## config.mk

```make
export PLATFORM = sky130hd
export DESIGN_NAME = dpram_core
export DESIGN_NICKNAME = d
export VERILOG_FILES = /design/src/rtl/dpram_core.sv
export SDC_FILE = /design/constraint.sdc
export NUM_CORES = 1
export LEC_CHECK = 0
export BUFFER_PORTS_ARGS = -buffer_cell sky130_fd_sc_hd__buf_2
export CORE_ASPECT_RATIO = 0.8
export CORE_MARGIN = 2
export CORE_UTILIZATION = 32
export CTS_CLUSTER_DIAMETER = 50
export DETAILED_ROUTE_END_ITERATION = 12
export GPL_TIMING_DRIVEN = 0
export HOLD_SLACK_MARGIN = 0.03
export MAX_ROUTING_LAYER = met4
export PLACE_DENSITY = 0.49
export RECOVER_POWER = 25
export SETUP_SLACK_MARGIN = 0.1
export SYNTH_ARGS = -nofsm -noshare
export SYNTH_HDL_FRONTEND = slang
export SYNTH_SLANG_ARGS = --single-unit
```

## constraint.sdc

```tcl
create_clock -name clk -period 3 [get_ports clk]
set_clock_uncertainty 0.1 [all_clocks]
set_input_delay 0.15 -clock clk [delete_from_list [all_inputs] [get_ports clk]]
set_output_delay 0.15 -clock clk [all_outputs]
set_load 0.005 [all_outputs]
```

## src/rtl/dpram_core.sv

```systemverilog
// dpram_core: synchronous dual-port RAM with one-cycle registered reads,
// write-first collision bypass, and per-entry "written since reset" tracking
// exposed as a read error flag and a fill counter.
module dpram_core #(
  parameter int ADDR_WIDTH = 4,
  parameter int DATA_WIDTH = 8
) (
  input  logic                  clk,
  input  logic                  rst,
  input  logic                  wr_en,
  input  logic [ADDR_WIDTH-1:0] wr_addr,
  input  logic [DATA_WIDTH-1:0] wr_data,
  input  logic                  rd_en,
  input  logic [ADDR_WIDTH-1:0] rd_addr,
  output logic [DATA_WIDTH-1:0] rd_data,
  output logic                  rd_valid,
  output logic                  rd_err,
  output logic [ADDR_WIDTH:0]   fill_count,
  output logic                  all_written
);

  localparam int                DEPTH    = 1 << ADDR_WIDTH;
  localparam logic [ADDR_WIDTH:0] FULL_CNT = (ADDR_WIDTH + 1)'(DEPTH);

  // Storage is never reset: an entry is only observable once its valid bit is set.
  logic [DATA_WIDTH-1:0] r_mem [DEPTH];
  logic [DEPTH-1:0]      r_valid;
  logic [ADDR_WIDTH:0]   r_fill_count;
  logic                  r_all_written;
  logic [DATA_WIDTH-1:0] r_rd_data;
  logic                  r_rd_valid;
  logic                  r_rd_err;

  logic                  w_new_entry;
  logic [ADDR_WIDTH:0]   w_fill_next;
  logic                  w_collide;

  // A write to a not-yet-valid entry grows the distinct-entry count by one.
  always_comb begin
    w_new_entry = wr_en && !r_valid[wr_addr];
    w_fill_next = r_fill_count + {{ADDR_WIDTH{1'b0}}, w_new_entry};
    w_collide   = wr_en && (wr_addr == rd_addr);
  end

  // Write port into the data array.
  always_ff @(posedge clk) begin
    if (wr_en) begin
      r_mem[wr_addr] <= wr_data;
    end
  end

  // Valid-bit vector, fill counter and sticky full flag.
  always_ff @(posedge clk or negedge rst) begin
    if (!rst) begin
      r_valid       <= '0;
      r_fill_count  <= '0;
      r_all_written <= 1'b0;
    end else begin
      if (wr_en) begin
        r_valid[wr_addr] <= 1'b1;
      end
      r_fill_count  <= w_fill_next;
      r_all_written <= (w_fill_next == FULL_CNT);
    end
  end

  // Registered read port: bypass on collision, error on never-written entries.
  always_ff @(posedge clk or negedge rst) begin
    if (!rst) begin
      r_rd_data  <= '0;
      r_rd_valid <= 1'b0;
      r_rd_err   <= 1'b0;
    end else if (rd_en) begin
      r_rd_valid <= 1'b1;
      if (w_collide) begin
        r_rd_data <= wr_data;
        r_rd_err  <= 1'b0;
      end else if (r_valid[rd_addr]) begin
        r_rd_data <= r_mem[rd_addr];
        r_rd_err  <= 1'b0;
      end else begin
        r_rd_data <= '0;
        r_rd_err  <= 1'b1;
      end
    end else begin
      r_rd_valid <= 1'b0;
      r_rd_err   <= 1'b0;
    end
  end

  assign rd_data     = r_rd_data;
  assign rd_valid    = r_rd_valid;
  assign rd_err      = r_rd_err;
  assign fill_count  = r_fill_count;
  assign all_written = r_all_written;

endmodule
```

==> run metrics <==
initial antenna violation count 0; Most Frequent Cell on Critical Path ha_1; mapped cell area 6370 um2; I/O Pins 36; # DRC 0; CTS Root Cell clkbuf_16; via/cell ratio 4.89; critical path depth 9; GRT Overall Usage approximately 16%; Crit path buffers/inverters 0; worst skew pair latency roughly 0.43 ns; GRT overflow 0; layout cell share with drive strength beyond 1 29.8%; Worst setup EP type flip-flop; Antenna Nets Post-Route 0; Setup crit end all_written; CTS Buf Count 17; number of port buffers 31; Seq/Total Area, Yosys roughly 73%; Slew @ Worst Pin just under 1 ns; Critical Path Max Stage Delay 0.51 ns; CTS HTree Levels 4; Synth Area in Compound Gates 2.91%; Initial Util between 30% and 40%; RR Startpoint r_valid[8]; reg2reg setup slack 0.37 ns; worst hold margin 0.112 ns; global-route wire length before repair 22.7 mm; pins over their slew limit 0; clk sinks 160; Max transition margin 34.3%; Layout Cells excl Fill 667; CP arrival about 2.8 ns; count of cells resized by post-cts repair 0; Min-Delay Path Depth 1; DIE HEIGHT 130 um; Die Wd 162 um; worst hold path class input port to flip-flop; Area after DPL 6880 um2; ANT cells 0; Core ar. 19700 um2; critical path cell sequence mux4_1 > mux4_2 > nor2b_1 > ha_1 > ha_1 > nand3_1 > xnor2_1 > nand2b_1 > nor4_1; XOR/XNOR Fraction of Synth Area 0.962%; Nets 413; main combinational cell family by area after synthesis multiplexers; first-iteration detailed-routing DRC count 384; synth warn 0; commonest cells after routing, fill and taps aside 128 x edfxtp_1, 39 x mux4_2, 32 x dfrtp_1; pre-CTS WS roughly 0.27 ns; dpl cells 634; Worst Setup Slack, final 0.366 ns; WL final 15.0 mm; Placement Rows 46; GP Congestion 0.776; Synth Area per Inst approximately 19 um2; wire per inst 22.5 um; simple-gate share of the synthesized area 6.60%; mux contribution to synthesized area between 10% and 20%; Critical Path RT 3.21 ns; CTS max path bufs 2; final hold vios 0; Post-Syn Nets 361; CP top delay family multiplexers; clock period minus worst slack 2.63 ns; synthesized flop and latch total 160; Post-CTS Setup Inserts 0; CP Max Fanout 3; hold_buf cts 2; worst ir drop on vdd 0.000327 V; final setup fails 0; crit path kind flip-flop to flip-flop; Netlist cell types 27; status completed; startpoint types flip-flop; power per cell area 697 nW/um2; CP startpoint r_valid[8]; vias 3263; pin count of the biggest net entering global routing 33; CTS tree done; commonest non-fill, non-tap cell in the layout edfxtp_1; setup TNS 0 ns; Leak approximately 2.5 nW; final instance area about 7500 um2; fmax between 0.3 and 0.4 GHz; unrepaired setup endpoints after global routing no; number of global-route vias before repair 3530; Pre-Repair DR Iteration Count 4; total die area around 21000 um2; Tcrit/Tclk final between 80% and 90%; hpwl dp 9.92 mm; Layout area overhead 17.1%; max-cap violation count 0; clk slew on worst S/H paths ~0.06 ns; number of fill cells 1850; cells after synthesis 339; post-synthesis adder-cell area fraction 0.393%; reg2reg end all_written; Critical-path top delay cell mux4_1; R2R cell count 9
worst min-delay path by stage:
stage,start,to
2_1_floorplan,rst,all_written
3_3_place_gp,rst,r_valid[6]
3_5_place_dp,rd_en,rd_valid
4_1_cts,wr_data[2],r_mem[14][2]
5_1_grt,wr_data[0],r_mem[3][0]
6_report,wr_data[0],r_mem[15][0]
per-layer routing:
metal | share of wire, % | up-vias | GRT usage, % | routed length [um]
met5 | 0 | - | - | 0
met4 | 0.39 | 0 | 5.10 | 58
met3 | 3.1 | 2 | 3.37 | 468
met2 | 45 | 59 | 23.1 | 6790
met1 | 51 | 1739 | 22.5 | 7700
li1 | - | 1463 | - | -
worst reg2reg max path: cells and delay by family, from the launching register on:
kind                       cells  cell delay, ns
muxes                          2            0.99
xor gates and xnor gates       1            0.18
DFF                            1            0.42
adders and majority gates      2            0.37
and+or+nand+nor                4            0.47
power breakdown:
part	total (mW)	leakage, nW	switching (mW)	internal, mW
logic	0.472	0.692	0.251	0.221
clock network	2.13	0.272	0.838	1.29
registers	2.61	1.52	0.0756	2.53
cell families (layout without fill, tap and decap cells):
logic type      Yosys count  in the layout
compound gates           26             26
simple gates             86             86
fa+ha+maj                 2              2
mux                      41             41
flops                   160            160
buf+inv                  17             81
xor+xnor                  7              7
state kept, by name, indices dropped and copies added, names as in the netlist:
name	count
all_written	1
fill_count	5
rd_valid	1
rd_data	8
r_valid	16
rd_err	1
r_mem	128
stage by stage:
step           power [mW]  utilization (%)
6_report             5.20             37.9
2_1_floorplan        2.91                -
3_3_place_gp         3.11             34.8
4_1_cts              5.26             38.0
5_1_grt              5.42             37.9
3_5_place_dp         3.13             34.9
cell usage after synthesis (all sizes together):
library cell	instances	area, um2
and3	1	6.26
nor2	22	82.6
and2	1	6.26
a31oi	8	50.1
or3b	1	8.76
clkbuf	5	18.8
mux4	41	931
xor2	4	35.0
ha	2	25.0
nand3	12	60.1
nand2b	2	12.5
nand3b	2	15.0
dfrtp	32	801
buf	12	85.1
xnor2	3	26.3
nand2	19	71.3
or2	16	100
or2b	1	7.51
nor3	5	25.0
nor2b	3	18.8
a22oi	18	135
edfxtp	128	3840
nor4	1	6.26
cell type report:
class / instances / area [um2] / area share (%)
clock inverter: 13 / 146 / 1.96
multi-input combinational: 162 / 1640 / 22.0
timing repair buffer: 33 / 166 / 2.23
sequential: 160 / 4640 / 62.2
tap: 264 / 330 / 4.43
buffer: 17 / 104 / 1.39
clock buffer: 18 / 429 / 5.75
(Power assumes the default switching activity.)
